### src/rtl/grid_move_arbiter_if.sv
// rtl/grid_move_arbiter_if.sv - request, grid memory and completion bus of the move arbiter
interface grid_move_arbiter_if #(
  parameter int ADDR_W = 7
);
  logic              reqA_valid;
  logic [2:0]        reqA_cmd;
  logic              reqA_ready;
  logic              reqB_valid;
  logic [2:0]        reqB_cmd;
  logic              reqB_ready;
  logic [ADDR_W-1:0] mem_addr;
  logic              mem_rd_en;
  logic [1:0]        arena_rd_data;
  logic [1:0]        bomb_rd_data;
  logic              arena_wr_en;
  logic              bomb_wr_en;
  logic [1:0]        mem_wr_data;
  logic              done_valid;
  logic              done_player;
  logic              done_ok;

  // master: requesters, grid memory and completion consumer
  modport master (
    output reqA_valid, reqA_cmd, reqB_valid, reqB_cmd, arena_rd_data, bomb_rd_data,
    input  reqA_ready, reqB_ready, mem_addr, mem_rd_en, arena_wr_en, bomb_wr_en,
           mem_wr_data, done_valid, done_player, done_ok
  );

  // slave: the arbiter itself
  modport slave (
    input  reqA_valid, reqA_cmd, reqB_valid, reqB_cmd, arena_rd_data, bomb_rd_data,
    output reqA_ready, reqB_ready, mem_addr, mem_rd_en, arena_wr_en, bomb_wr_en,
           mem_wr_data, done_valid, done_player, done_ok
  );
endinterface

### src/rtl/grid_move_arbiter.sv
// rtl/grid_move_arbiter.sv - round-robin read-check-write sequencer for player moves and bombs
module grid_move_arbiter #(
  parameter int GRID_W = 10,
  parameter int GRID_H = 10,
  parameter int ADDR_W = 7,
  parameter int A_X0   = 0,
  parameter int A_Y0   = 0,
  parameter int B_X0   = 9,
  parameter int B_Y0   = 9
) (
  input  logic                clk,
  input  logic                rst,
  grid_move_arbiter_if.slave  bus,
  output logic [3:0]          playerAx,
  output logic [3:0]          playerAy,
  output logic [3:0]          playerBx,
  output logic [3:0]          playerBy
);
  typedef enum logic [2:0] {S_IDLE, S_RD, S_CHK, S_WR_DST, S_WR_SRC, S_RESP} state_t;

  state_t      state_q, state_d;
  logic        player_q, player_d;
  logic [2:0]  cmd_q, cmd_d;
  logic [3:0]  sx_q, sx_d, sy_q, sy_d, dx_q, dx_d, dy_q, dy_d;
  logic        ok_q, ok_d;
  logic        last_b_q, last_b_d;
  logic [3:0]  pax_q, pax_d, pay_q, pay_d, pbx_q, pbx_d, pby_q, pby_d;

  logic              ready_a, ready_b, rd_en, aw_en, bw_en, done_v, gnt_b, legal;
  logic [ADDR_W-1:0] addr;
  logic [1:0]        wdata;
  logic [2:0]        cmd_in;
  logic [3:0]        cur_x, cur_y, nx, ny;

  function automatic logic [ADDR_W-1:0] addr_of(input logic [3:0] x, input logic [3:0] y);
    logic [ADDR_W-1:0] xe, ye;
    xe = ADDR_W'(x);
    ye = ADDR_W'(y);
    return xe * ADDR_W'(GRID_W) + ye;
  endfunction

  always_comb begin
    state_d  = state_q;
    player_d = player_q;
    cmd_d    = cmd_q;
    sx_d     = sx_q;
    sy_d     = sy_q;
    dx_d     = dx_q;
    dy_d     = dy_q;
    ok_d     = ok_q;
    last_b_d = last_b_q;
    pax_d    = pax_q;
    pay_d    = pay_q;
    pbx_d    = pbx_q;
    pby_d    = pby_q;
    ready_a  = 1'b0;
    ready_b  = 1'b0;
    rd_en    = 1'b0;
    aw_en    = 1'b0;
    bw_en    = 1'b0;
    done_v   = 1'b0;
    addr     = '0;
    wdata    = 2'd0;
    // B wins only when A is idle or A was served last
    gnt_b    = bus.reqB_valid && (!bus.reqA_valid || !last_b_q);
    cmd_in   = gnt_b ? bus.reqB_cmd : bus.reqA_cmd;
    cur_x    = gnt_b ? pbx_q : pax_q;
    cur_y    = gnt_b ? pby_q : pay_q;
    nx       = cur_x;
    ny       = cur_y;
    legal    = 1'b1;
    case (cmd_in)
      3'd0: if (cur_x == 4'd0) legal = 1'b0; else nx = cur_x - 4'd1;
      3'd1: if (cur_x == 4'(GRID_H - 1)) legal = 1'b0; else nx = cur_x + 4'd1;
      3'd2: if (cur_y == 4'd0) legal = 1'b0; else ny = cur_y - 4'd1;
      3'd3: if (cur_y == 4'(GRID_W - 1)) legal = 1'b0; else ny = cur_y + 4'd1;
      3'd4: legal = 1'b1;
      default: legal = 1'b0;
    endcase

    case (state_q)
      S_IDLE: begin
        if (bus.reqA_valid || bus.reqB_valid) begin
          ready_a  = !gnt_b;
          ready_b  = gnt_b;
          player_d = gnt_b;
          last_b_d = gnt_b;
          cmd_d    = cmd_in;
          sx_d     = cur_x;
          sy_d     = cur_y;
          dx_d     = nx;
          dy_d     = ny;
          ok_d     = 1'b0;
          state_d  = legal ? S_RD : S_RESP;
        end
      end
      S_RD: begin
        rd_en   = 1'b1;
        addr    = addr_of(dx_q, dy_q);
        state_d = S_CHK;
      end
      S_CHK: begin
        if (cmd_q == 3'd4)
          state_d = (bus.bomb_rd_data == 2'd0) ? S_WR_DST : S_RESP;
        else
          state_d = (bus.arena_rd_data == 2'd0 && bus.bomb_rd_data == 2'd0) ? S_WR_DST : S_RESP;
      end
      S_WR_DST: begin
        if (cmd_q == 3'd4) begin
          bw_en   = 1'b1;
          addr    = addr_of(sx_q, sy_q);
          wdata   = 2'd3;
          ok_d    = 1'b1;
          state_d = S_RESP;
        end else begin
          aw_en   = 1'b1;
          addr    = addr_of(dx_q, dy_q);
          wdata   = player_q ? 2'd3 : 2'd2;
          state_d = S_WR_SRC;
        end
      end
      S_WR_SRC: begin
        aw_en   = 1'b1;
        addr    = addr_of(sx_q, sy_q);
        ok_d    = 1'b1;
        state_d = S_RESP;
        if (player_q) begin
          pbx_d = dx_q;
          pby_d = dy_q;
        end else begin
          pax_d = dx_q;
          pay_d = dy_q;
        end
      end
      S_RESP: begin
        done_v  = 1'b1;
        state_d = S_IDLE;
      end
      default: state_d = S_IDLE;
    endcase
  end

  always_ff @(posedge clk or posedge rst) begin
    if (rst) begin
      state_q  <= S_IDLE;
      player_q <= 1'b0;
      cmd_q    <= 3'd0;
      sx_q     <= 4'd0;
      sy_q     <= 4'd0;
      dx_q     <= 4'd0;
      dy_q     <= 4'd0;
      ok_q     <= 1'b0;
      last_b_q <= 1'b1;
      pax_q    <= 4'(A_X0);
      pay_q    <= 4'(A_Y0);
      pbx_q    <= 4'(B_X0);
      pby_q    <= 4'(B_Y0);
    end else begin
      state_q  <= state_d;
      player_q <= player_d;
      cmd_q    <= cmd_d;
      sx_q     <= sx_d;
      sy_q     <= sy_d;
      dx_q     <= dx_d;
      dy_q     <= dy_d;
      ok_q     <= ok_d;
      last_b_q <= last_b_d;
      pax_q    <= pax_d;
      pay_q    <= pay_d;
      pbx_q    <= pbx_d;
      pby_q    <= pby_d;
    end
  end

  assign bus.reqA_ready  = ready_a;
  assign bus.reqB_ready  = ready_b;
  assign bus.mem_addr    = addr;
  assign bus.mem_rd_en   = rd_en;
  assign bus.arena_wr_en = aw_en;
  assign bus.bomb_wr_en  = bw_en;
  assign bus.mem_wr_data = wdata;
  assign bus.done_valid  = done_v;
  assign bus.done_player = done_v & player_q;
  assign bus.done_ok     = done_v & ok_q;
  assign playerAx        = pax_q;
  assign playerAy        = pay_q;
  assign playerBx        = pbx_q;
  assign playerBy        = pby_q;
endmodule
### src/flat_wrapper.sv
// flat-port wrapper written by rule: the top's interface ports become plain ports
module grid_move_arbiter_flat 
#(
  parameter int GRID_W = 10,
  parameter int GRID_H = 10,
  parameter int ADDR_W = 7,
  parameter int A_X0   = 0,
  parameter int A_Y0   = 0,
  parameter int B_X0   = 9,
  parameter int B_Y0   = 9
)
  (clk, rst, playerAx, playerAy, playerBx, playerBy, bus_reqA_valid, bus_reqA_cmd, bus_reqB_valid, bus_reqB_cmd, bus_arena_rd_data, bus_bomb_rd_data, bus_reqA_ready, bus_reqB_ready, bus_mem_addr, bus_mem_rd_en, bus_arena_wr_en, bus_bomb_wr_en, bus_mem_wr_data, bus_done_valid, bus_done_player, bus_done_ok);
  grid_move_arbiter_if #(.ADDR_W(ADDR_W)) bus_i ();
  input  logic clk;
  input  logic rst;
  output logic [3:0] playerAx;
  output logic [3:0] playerAy;
  output logic [3:0] playerBx;
  output logic [3:0] playerBy;
  input wire logic [$bits(bus_i.reqA_valid)-1:0] bus_reqA_valid;
  input wire logic [$bits(bus_i.reqA_cmd)-1:0] bus_reqA_cmd;
  input wire logic [$bits(bus_i.reqB_valid)-1:0] bus_reqB_valid;
  input wire logic [$bits(bus_i.reqB_cmd)-1:0] bus_reqB_cmd;
  input wire logic [$bits(bus_i.arena_rd_data)-1:0] bus_arena_rd_data;
  input wire logic [$bits(bus_i.bomb_rd_data)-1:0] bus_bomb_rd_data;
  output wire logic [$bits(bus_i.reqA_ready)-1:0] bus_reqA_ready;
  output wire logic [$bits(bus_i.reqB_ready)-1:0] bus_reqB_ready;
  output wire logic [$bits(bus_i.mem_addr)-1:0] bus_mem_addr;
  output wire logic [$bits(bus_i.mem_rd_en)-1:0] bus_mem_rd_en;
  output wire logic [$bits(bus_i.arena_wr_en)-1:0] bus_arena_wr_en;
  output wire logic [$bits(bus_i.bomb_wr_en)-1:0] bus_bomb_wr_en;
  output wire logic [$bits(bus_i.mem_wr_data)-1:0] bus_mem_wr_data;
  output wire logic [$bits(bus_i.done_valid)-1:0] bus_done_valid;
  output wire logic [$bits(bus_i.done_player)-1:0] bus_done_player;
  output wire logic [$bits(bus_i.done_ok)-1:0] bus_done_ok;
  assign bus_i.reqA_valid = bus_reqA_valid;
  assign bus_i.reqA_cmd = bus_reqA_cmd;
  assign bus_i.reqB_valid = bus_reqB_valid;
  assign bus_i.reqB_cmd = bus_reqB_cmd;
  assign bus_i.arena_rd_data = bus_arena_rd_data;
  assign bus_i.bomb_rd_data = bus_bomb_rd_data;
  assign bus_reqA_ready = bus_i.reqA_ready;
  assign bus_reqB_ready = bus_i.reqB_ready;
  assign bus_mem_addr = bus_i.mem_addr;
  assign bus_mem_rd_en = bus_i.mem_rd_en;
  assign bus_arena_wr_en = bus_i.arena_wr_en;
  assign bus_bomb_wr_en = bus_i.bomb_wr_en;
  assign bus_mem_wr_data = bus_i.mem_wr_data;
  assign bus_done_valid = bus_i.done_valid;
  assign bus_done_player = bus_i.done_player;
  assign bus_done_ok = bus_i.done_ok;
  grid_move_arbiter #(.GRID_W(GRID_W), .GRID_H(GRID_H), .ADDR_W(ADDR_W), .A_X0(A_X0), .A_Y0(A_Y0), .B_X0(B_X0), .B_Y0(B_Y0)) u_core (.clk(clk), .rst(rst), .bus(bus_i), .playerAx(playerAx), .playerAy(playerAy), .playerBx(playerBx), .playerBy(playerBy));
endmodule
### config.mk
export PLATFORM = sky130hd
export DESIGN_NAME = grid_move_arbiter_flat
export DESIGN_NICKNAME = d
export VERILOG_FILES = /design/src/rtl/grid_move_arbiter_if.sv /design/src/rtl/grid_move_arbiter.sv /design/src/flat_wrapper.sv
export SDC_FILE = /design/constraint.sdc
export NUM_CORES = 1
export LEC_CHECK = 0
export ABC_AREA = 1
export BUFFER_PORTS_ARGS = -buffer_cell sky130_fd_sc_hd__buf_2
export CELL_PAD_IN_SITES_DETAIL_PLACEMENT = 1
export CELL_PAD_IN_SITES_GLOBAL_PLACEMENT = 2
export CORE_AREA = 2 2 100 102
export CTS_CLUSTER_DIAMETER = 30
export DETAILED_ROUTE_END_ITERATION = 10
export DIE_AREA = 0 0 102 104
export HOLD_SLACK_MARGIN = 0.08
export PLACE_DENSITY_LB_ADDON = 0.1
export SLEW_MARGIN = 20
export SYNTH_ARGS = -nofsm -noshare
export SYNTH_HDL_FRONTEND = slang
export SYNTH_SLANG_ARGS = --single-unit
### constraint.sdc
create_clock -name clk -period 2.9 [get_ports clk]
set_clock_uncertainty 0.1 [all_clocks]
set_input_delay 0.29 -clock clk [delete_from_list [all_inputs] [get_ports clk]]
set_output_delay 0.29 -clock clk [all_outputs]
set_load 0.02 [all_outputs]
==> results of run 1 <==
## cells in the final DEF, fill, tap and decap left out, drive strengths merged, types with 6 or more instances in the layout
master	Yosys	final
o21ai	40	40
buf	5	56
inv	50	50
nor2	27	27
nand3	40	40
a21oi	6	6
clkbuf	5	6
nand2	134	134
dfrtp	36	36
ha	17	17
## metal layers
layer | wire [um] | vias to the layer above
met1 | 4460 | 1317
met5 | 0 | -
met3 | 243 | 5
met2 | 4440 | 40
li1 | - | 1411
met4 | 57 | 0
## worst max path at each step
stage                   startpoint         endpoint  slack, ns  depth (start not counted)
finish              u_core.dx_q[1]  bus_mem_addr[6]       0.15                          8
global route        u_core.sx_q[1]  bus_mem_addr[6]       0.01                          9
CTS                 u_core.dx_q[1]  bus_mem_addr[6]       0.07                          8
detailed placement  u_core.dx_q[1]  bus_mem_addr[6]       0.40                          8
global placement    u_core.dx_q[1]  bus_mem_addr[6]       0.48                          8
floorplan           u_core.dx_q[1]  bus_mem_addr[6]       0.38                          7
## kinds of logic after synthesis
| kind of cell | synth area share, % |
|---|---|
| and+or+nand+nor | 34.0 |
| buffers and inverters | 8.51 |
| AOI/OAI and AO/OA | 10.5 |
| DFF | 34.8 |
| adders and majority gates | 9.86 |
| xor gates and xnor gates | 2.36 |
## tightest hold or removal path, delay by kind of cell
family	cells	cell delay [ns]
buffers and inverters	1	0.07
and+or+nand+nor	3	0.18
## area by class of cell
cell class | instances | area share [%]
multi-input cells | 302 | 48.2
flip-flops and latches | 41 | 29.5
repair buffers | 57 | 9.01
inverters | 50 | 5.36
well taps | 133 | 4.76
clock buffers | 6 | 2.07
clock inverters | 2 | 1.00
## sequential cells by signal (all words and copies together), names as in the netlist
signal and count:
u_core.cmd_q 3, u_core.dx_q 4, u_core.dy_q 4, u_core.last_b_q 1, u_core.ok_q 1, u_core.playerAx 4, u_core.playerAy 4, u_core.playerBx 4
u_core.playerBy 4, u_core.player_q 1, u_core.state_q 3, u_core.sx_q 4, u_core.sy_q 4
## through the flow
step           setup slack (ns)  total power, uW  utilization (%)  instance area (um^2)
3_5_place_dp              0.403             3330             35.1                  3350
6_report                  0.146             3790             36.6                  3500
5_1_grt                  0.0131             4170             36.6                  3500
4_1_cts                  0.0655             3820             36.3                  3470
2_1_floorplan             0.383             2610                -                  2970
3_3_place_gp              0.476             3300             35.1                  3350
## repair_timing
action | 4_1_cts | 5_1_grt
resized for setup | 0 | 1
endpoints found under the hold margin | 36 | 0
buffers inserted | 0 | 4
setup endpoints to repair | 0 | 1
hold buffers | 1 | 0
## power breakdown
group | internal [uW] | switching, uW
Combinational | 751 | 1500
Clock | 256 | 212
Sequential | 838 | 238
==> flow_summary_export.csv, run 1 <==
group,metric,value,unit
clock_network,clk_latency,0.29,ns
clock_network,clock_sinks,41,
placement,place_congestion,0.807,
placement,numPortBuffers,46,
critical_path,path_buf_inv,2,
placement,dp_cells,578,
final_layout,multi_input_area,0.00169,mm^2
synthesis,synth_area_per_cell,7.37,um^2
power,p_per_area,1080,mW/mm^2
sta,max_slew_margin,63.2,%
synthesis,seq_area_frac_synth,34.8,%
floorplan,core_region_area,0.00955,mm^2
grt,grt_usage,18.2,%
critical_path,crit_chain,"ha_1, ha_1, fa_1, inv_1, nor2_1, xor2_1, o21ai_0, buf_2",
hold_path,min_from,"bus_bomb_rd_data[0]",
clock_network,cts-buffers-inserted,5,
critical_path,reg2regPathDepth,12,
grt,grt-ovfl-total,0,
critical_path,rr_startpoint,"u_core.last_b_q",
critical_path,timing.critical_path.fanout_max,4,
synthesis,synth_most_common_cell,"nand2_1",
final_layout,diodes,0,
synthesis,synth_seq_cells,41,
grt,grt_pass1_wl,15.1,mm
synthesis,synth-edff-count,0,
final_layout,regArea,0.00103,mm^2
synthesis,synth_top_area_share,30.3,%
power,max-vdd-ir-drop,0.000426,V
power,leakage,0.00187,uW
drt,wl,9.20,mm
drt,drtPass1Iterations,4,
synthesis,ys.flop_type,"dfrtp_1",
critical_path,worst_path_most_repeated_cell,"ha_1",
critical_path,path_class,"reg2out",
drt,ant_nets,0,
sta,fmax,0.363,GHz
synthesis,yosysUniqueCellTypes,35,
sta,fin_hold_ws,0.193,ns
critical_path,endpoint_kind,"output pin",
critical_path,r2r-end,"u_core.state_q[2]",
synthesis,synthesis.area,0.00297,mm^2
floorplan,rows,36,
synthesis,async_flop_share,100,%
critical_path,slowest_delay,0.52,ns
sta,tightestPinTransition,0.551,ns
clock_network,clockBufferDepth,2,
drt,vias,2773,
final_layout,fillers,1254,
critical_path,cp.required,2.51,ns
grt,grt_use_met3,1.88,%
grt,grt_pass1_vias,2855,
hold_path,hold_depth,4,
critical_path,crit_path_start_kind,"flip-flop",
hold_path,hold_path.class,"in2reg",
drt,drcViolationCount,0,
sta,min_period,2.75,ns
clock_network,h-tree-depth,2,
sta,tns,0,ns
floorplan,start_util,31.1,%
final_layout,syn2layout_area_growth,17.8,%
clock_network,cts_root_buf,"clkbuf_8",
flow_run,max-cap-violations,0,
floorplan,dieArea,0.0106,mm^2
hold_path,whs_endpoint,"u_core.state_q[1]",
placement,hpwl,7.38,mm
floorplan,die_y,104,um
clock_network,clk_pin_slew_worst_paths,0.09,ns
synthesis,synthTopCellsByCount,"115 x nand2_1, 45 x inv_1, 38 x nand3_1, 36 x dfrtp_1, 35 x o21ai_0",
synthesis,synth_largest_area_cell,"dfrtp_1",
final_layout,drive_gt1_share,22.5,%
critical_path,crit_slowest_cell,"fa_1",
synthesis,synth_cells,403,
drt,detail_route.wl_per_cell,15.6,um
synthesis,ys_top_cells_by_area,"dfrtp_1 30%, nand2_1 15%, ha_1 7.2%",
grt,grt_use_met2,30.2,%
drt,drtIter0Drc,92,
sta,setup_viol,0,
grt,antenna_found_initial,0,
run_status,status,"finished clean",
final_layout,fin_cells,591,
grt,grtUsageMet1,25.8,%
critical_path,worst_path_dominant_cell_family,"adder cells",
sta,hold_viol_final,0,
final_layout,nNetsFinal,492,
drt,vias_per_cell,4.69,
critical_path,rrSetupSlack,0.64,ns
synthesis,yosys_warnings,0,
sta,finalMaxSlewViolations,0,
critical_path,worstPathArrival,2.36,ns
grt,grt_max_degree,42,
sta,finalCritPeriodShare,95.0,%
floorplan,pin_count,47,
sta,rsz0062_at_grt,"false",
synthesis,syn_nets,438,
grt,grt-busiest-layer,"met2",
clock_network,cts_tree,"done",
floorplan,fp.dieW,102,um
Note: power is estimated with default switching activity, not from simulation.
==> run 2: changes to the inputs <==
CORE_AREA = 2 2 105 107   (was 2 2 100 102)
DIE_AREA = 0 0 107 109   (was 0 0 102 104)
HOLD_SLACK_MARGIN = 0.05   (was 0.08)
clock period = 2.26 ns   (was 2.9 ns; I/O delays follow)
==> flow_summary_export.csv, run 2 (synthesis gave the netlist of run 1 again) <==
group,metric,value,unit
run_status,status,"complete, but fails checks",
run_status,violations,"negative setup slack",
floorplan,rows,38,
final_layout,final_util,35.3,%
sta,min_period,2.54,ns
final_layout,drive_gt1_share,29.7,%
floorplan,die_y,109,um
clock_network,clock_sinks,41,
grt,grt-ovfl-total,0,
sta,finalMaxSlewViolations,0,
grt,grt_max_degree,42,
clock_network,clockBufferDepth,2,
floorplan,start_util,28.0,%
critical_path,endpoint_kind,"output pin",
sta,fmax,0.393,GHz
drt,vias_per_cell,4.63,
power,p_per_area,1400,mW/mm^2
power,max-vdd-ir-drop,0.000432,V
sta,tightestPinTransition,0.567,ns
drt,vias,2842,
floorplan,fp.dieW,107,um
power,leakage,0.00196,uW
flow_run,max-cap-violations,0,
sta,rsz0062_at_grt,"true",
sta,hold_viol_final,0,
sta,tns,-0.672,ns
critical_path,worstPathArrival,2.22,ns
drt,drcViolationCount,0,
sta,finalCritPeriodShare,113,%
drt,wl,9.57,mm
clock_network,h-tree-depth,2,
critical_path,timing.critical_path.fanout_max,2,
placement,place_area,0.00352,mm^2
floorplan,dieArea,0.0117,mm^2
clock_network,clk_pin_slew_worst_paths,0.09,ns
sta,setup_viol,3,
clock_network,cts_tree,"done",
critical_path,path_class,"reg2out",
final_layout,fillers,1342,
clock_network,cts-buffers-inserted,5,
clock_network,clk_latency,0.30,ns
grt,grt_usage,17.5,%
drt,drtPass1Iterations,4,
final_layout,diodes,0,
grt,antenna_found_initial,0,
drt,ant_nets,0,
final_layout,fin_area,0.00375,mm^2
final_layout,nNetsFinal,508,
placement,hpwl,7.75,mm
final_layout,final_common_cell,"nand2_1",
grt,grt_pass1_vias,2946,
final_layout,syn2layout_area_growth,26.2,%
placement,place_congestion,0.820,
floorplan,pin_count,47,
sta,fin_hold_ws,0.104,ns
final_layout,mostFrequentLayoutCells,"112 x nand2_1, 43 x inv_1, 41 x buf_2",
grt,grt_pass1_wl,15.7,mm
floorplan,core_region_area,0.0106,mm^2
critical_path,crit_path_start_kind,"flip-flop",
clock_network,cts_root_buf,"clkbuf_8",
sta,fin_ws,-0.284,ns
drt,detail_route.wl_per_cell,15.6,um
drt,drtIter0Drc,93,
critical_path,cp.required,1.93,ns
hold_path,hold_path.class,"in2reg",
placement,dpl_worst_slack,-0.0366,ns
sta,max_slew_margin,62.2,%
placement,numPortBuffers,46,
## run 2: cell types whose count changed in the layout (fill, tap and decap cells not counted), sizes merged
cell and change:
buf +16, bufinv -1, clkinv +1
## run 2: where the power goes
| group | leakage, uW | switching, uW | total [uW] | internal [uW] |
|---|---|---|---|---|
| combinational | 0.00138 | 2120 | 3370 | 1250 |
| clock | 0.0000512 | 285 | 534 | 248 |
| sequential | 0.000521 | 260 | 1330 | 1070 |
## run 2: area by class of cell
class,count,area [um^2],share of cell area (%)
timing repair buffer,73,464,12.4
clock buffer,6,82.6,2.20
multi-input combinational,302,1790,47.8
sequential,41,1030,27.5
inverter,50,188,5.01
clock inverter,2,13.8,0.367
tap,140,175,4.67
## run 2: metrics by stage
stage / instances / total power, uW
3_3_place_gp: 603 / 4470
2_1_floorplan: 403 / 3360
6_report: 614 / 5240
5_1_grt: 614 / 5760
4_1_cts: 613 / 5180
3_5_place_dp: 603 / 4530
## run 2: critical path, cell delays in order, from the launching register on
cell and delay [ns]:
dfrtp_1 0.39, ha_1 0.30, ha_2 0.19, fa_1 0.45, buf_4 0.15, xor2_1 0.15, o22ai_1 0.12, buf_4 0.16
## run 2: repair_timing
item                       CTS  global route
buffers inserted             1             1
resized for setup            9            24
hold endpoints to repair    36             0
pin swaps                    3             4
hold buffers                 1             0
setup endpoints to repair    4            10
## run 2: path summary, 6_finish.rpt
| path | from | depth (start not counted) | endpoint | slack [ns] |
|---|---|---|---|---|
| setup / recovery | u_core.dx_q[1] | 7 | bus_mem_addr[5] | -0.28 |
| min in group asynchronous | rst | 4 | u_core.playerAy[0] | 0.51 |
| max in group asynchronous | rst | 4 | u_core.sy_q[0] | 1.14 |
| hold reg to reg | u_core.last_b_q | 2 | u_core.last_b_q | 0.39 |
| setup reg to reg | u_core.last_b_q | 12 | u_core.state_q[2] | 0.18 |
| hold / removal | bus_bomb_rd_data[0] | 4 | u_core.state_q[1] | 0.10 |
## run 2: routing by layer
metal  global-route usage, %  vias to the layer above  part of all wire, %
met3                    1.79                        8                  2.0
met5                       0                        -                    0
met1                    23.9                     1348                   49
li1                        -                     1445                    -
met2                    29.6                       41                   48
met4                    4.55                        0                  1.5
==> run 3: changes to the inputs <==
CORE_AREA = 2 2 105 97   (was 2 2 105 107)
DIE_AREA = 0 0 107 99   (was 0 0 107 109)
clock period = 2.4 ns   (was 2.26 ns; I/O delays follow)
==> flow_summary_export.csv, run 3 (synthesis gave the netlist of run 1 again) <==
group,metric,value,unit
critical_path,reg2regPathDepth,12,
drt,vias_per_cell,4.83,
placement,place_congestion,0.842,
run_status,violations,"negative setup slack",
floorplan,pin_count,47,
sta,min_period,2.56,ns
grt,grt_max_degree,42,
grt,antenna_found_initial,0,
grt,grt_usage,18.6,%
final_layout,final_util,38.9,%
grt,grt-ovfl-total,0,
sta,fin_ws,-0.160,ns
power,power,4870,uW
clock_network,h-tree-depth,2,
hold_path,hold_path.class,"in2reg",
clock_network,cts_root_buf,"clkbuf_8",
critical_path,crit_path_start_kind,"flip-flop",
sta,max_slew_margin,62.9,%
critical_path,cp.required,2.06,ns
drt,ant_nets,0,
clock_network,clk_pin_slew_worst_paths,0.08,ns
power,p_per_area,1320,mW/mm^2
final_layout,mostFrequentLayoutCells,"115 x nand2_1, 44 x inv_1, 42 x buf_2",
clock_network,clockBufferDepth,2,
floorplan,die_y,99,um
floorplan,start_util,31.3,%
critical_path,worstPathArrival,2.22,ns
critical_path,timing.critical_path.fanout_max,2,
sta,tightestPinTransition,0.556,ns
sta,finalCritPeriodShare,107,%
final_layout,nNetsFinal,505,
final_layout,final_common_cell,"nand2_1",
flow_run,max-cap-violations,0,
final_layout,drive_gt1_share,27.8,%
drt,drcViolationCount,0,
sta,finalMaxSlewViolations,0,
grt,grt_pass1_vias,3036,
placement,place_area,0.00341,mm^2
drt,wl,9.29,mm
critical_path,crit_start,"u_core.dx_q[3]",
sta,setup_viol,2,
floorplan,fp.dieW,107,um
grt,grt_pass1_wl,15.6,mm
drt,drtPass1Iterations,4,
critical_path,r2r-end,"u_core.state_q[2]",
clock_network,cts-buffers-inserted,5,
floorplan,rows,34,
final_layout,diodes,0,
clock_network,cts_tree,"done",
sta,hold_viol_final,0,
critical_path,endpoint,"bus_mem_addr[6]",
sta,fin_hold_ws,0.111,ns
critical_path,rrSetupSlack,0.27,ns
drt,vias,2881,
run_status,status,"complete, but fails checks",
placement,hpwl,7.53,mm
drt,detail_route.wl_per_cell,15.6,um
final_layout,fin_area,0.00369,mm^2
sta,fmax,0.391,GHz
clock_network,clock_sinks,41,
final_layout,syn2layout_area_growth,24.4,%
power,max-vdd-ir-drop,0.000319,V
critical_path,endpoint_kind,"output pin",
sta,tns,-0.306,ns
sta,rsz0062_at_grt,"true",
critical_path,rr_startpoint,"u_core.last_b_q",
placement,numPortBuffers,46,
critical_path,path_class,"reg2out",
floorplan,core_region_area,0.00949,mm^2
drt,drtIter0Drc,152,
power,leakage,0.00192,uW
clock_network,clk_latency,0.30,ns
floorplan,dieArea,0.0106,mm^2
==> run 3: cell type report <==
class | instances | area (um^2)
Fill cell | 1210 | 5790
Tap cell | 126 | 158
Multi-Input combinational cell | 302 | 1780
Timing Repair Buffer | 70 | 423
Sequential cell | 41 | 1040
Inverter | 50 | 188
Clock buffer | 6 | 72.6
Clock inverter | 2 | 35.0
==> run 3: repair_timing <==
| item | 4_1_cts | 5_1_grt |
|---|---|---|
| pin swaps | 5 | 5 |
| endpoints found under the setup margin | 3 | 9 |
| hold buffers | 1 | 0 |
| gates resized for setup | 8 | 15 |
| endpoints found under the hold margin | 36 | 0 |
| setup buffers | 7 | 1 |
==> run 3: power breakdown <==
| group | switching [uW] | internal [uW] |
|---|---|---|
| combinational | 1910 | 1110 |
| clock | 267 | 309 |
| sequential | 261 | 1010 |
==> run 3: worst max-delay path, cell delays in order (launching register included) <==
cell and delay, ns:
dfrtp_1 0.39, ha_1 0.30, ha_2 0.18, fa_1 0.50
inv_1 0.04, nor2_1 0.12, xor2_1 0.16, o21ai_1 0.07
buf_4 0.16
==> run 3: metal layers <==
metal  track usage [%]  vias to the layer above  part of all wire (%)
met2              31.7                       47                    47
li1                  -                     1431                     -
met4              3.60                        0                  0.84
met3              1.98                        6                   3.2
met1              25.7                     1397                    49
met5                 0                        -                     0
==> run 3: how the worst min path moves through the flow <==
stage / cells after the start / endpoint / slack (ns) / from
5_1_grt: 4 / u_core.state_q[1] / 0.15 / bus_bomb_rd_data[0]
3_3_place_gp: 3 / u_core.playerAy[2] / 0.31 / rst
4_1_cts: 4 / u_core.state_q[1] / 0.10 / bus_bomb_rd_data[0]
6_report: 4 / u_core.state_q[1] / 0.11 / bus_bomb_rd_data[0]
3_5_place_dp: 3 / u_core.playerAx[1] / 0.32 / rst
2_1_floorplan: 2 / u_core.state_q[2] / 0.31 / bus_reqA_valid
==> run 3: stage by stage <==
stage | worst slack (ns) | instances
after detailed placement | 0.0901 | 580
after CTS | -0.200 | 596
final | -0.160 | 597
after global placement | 0.129 | 580
after global routing | -0.269 | 597
after floorplan | 0.0841 | 403
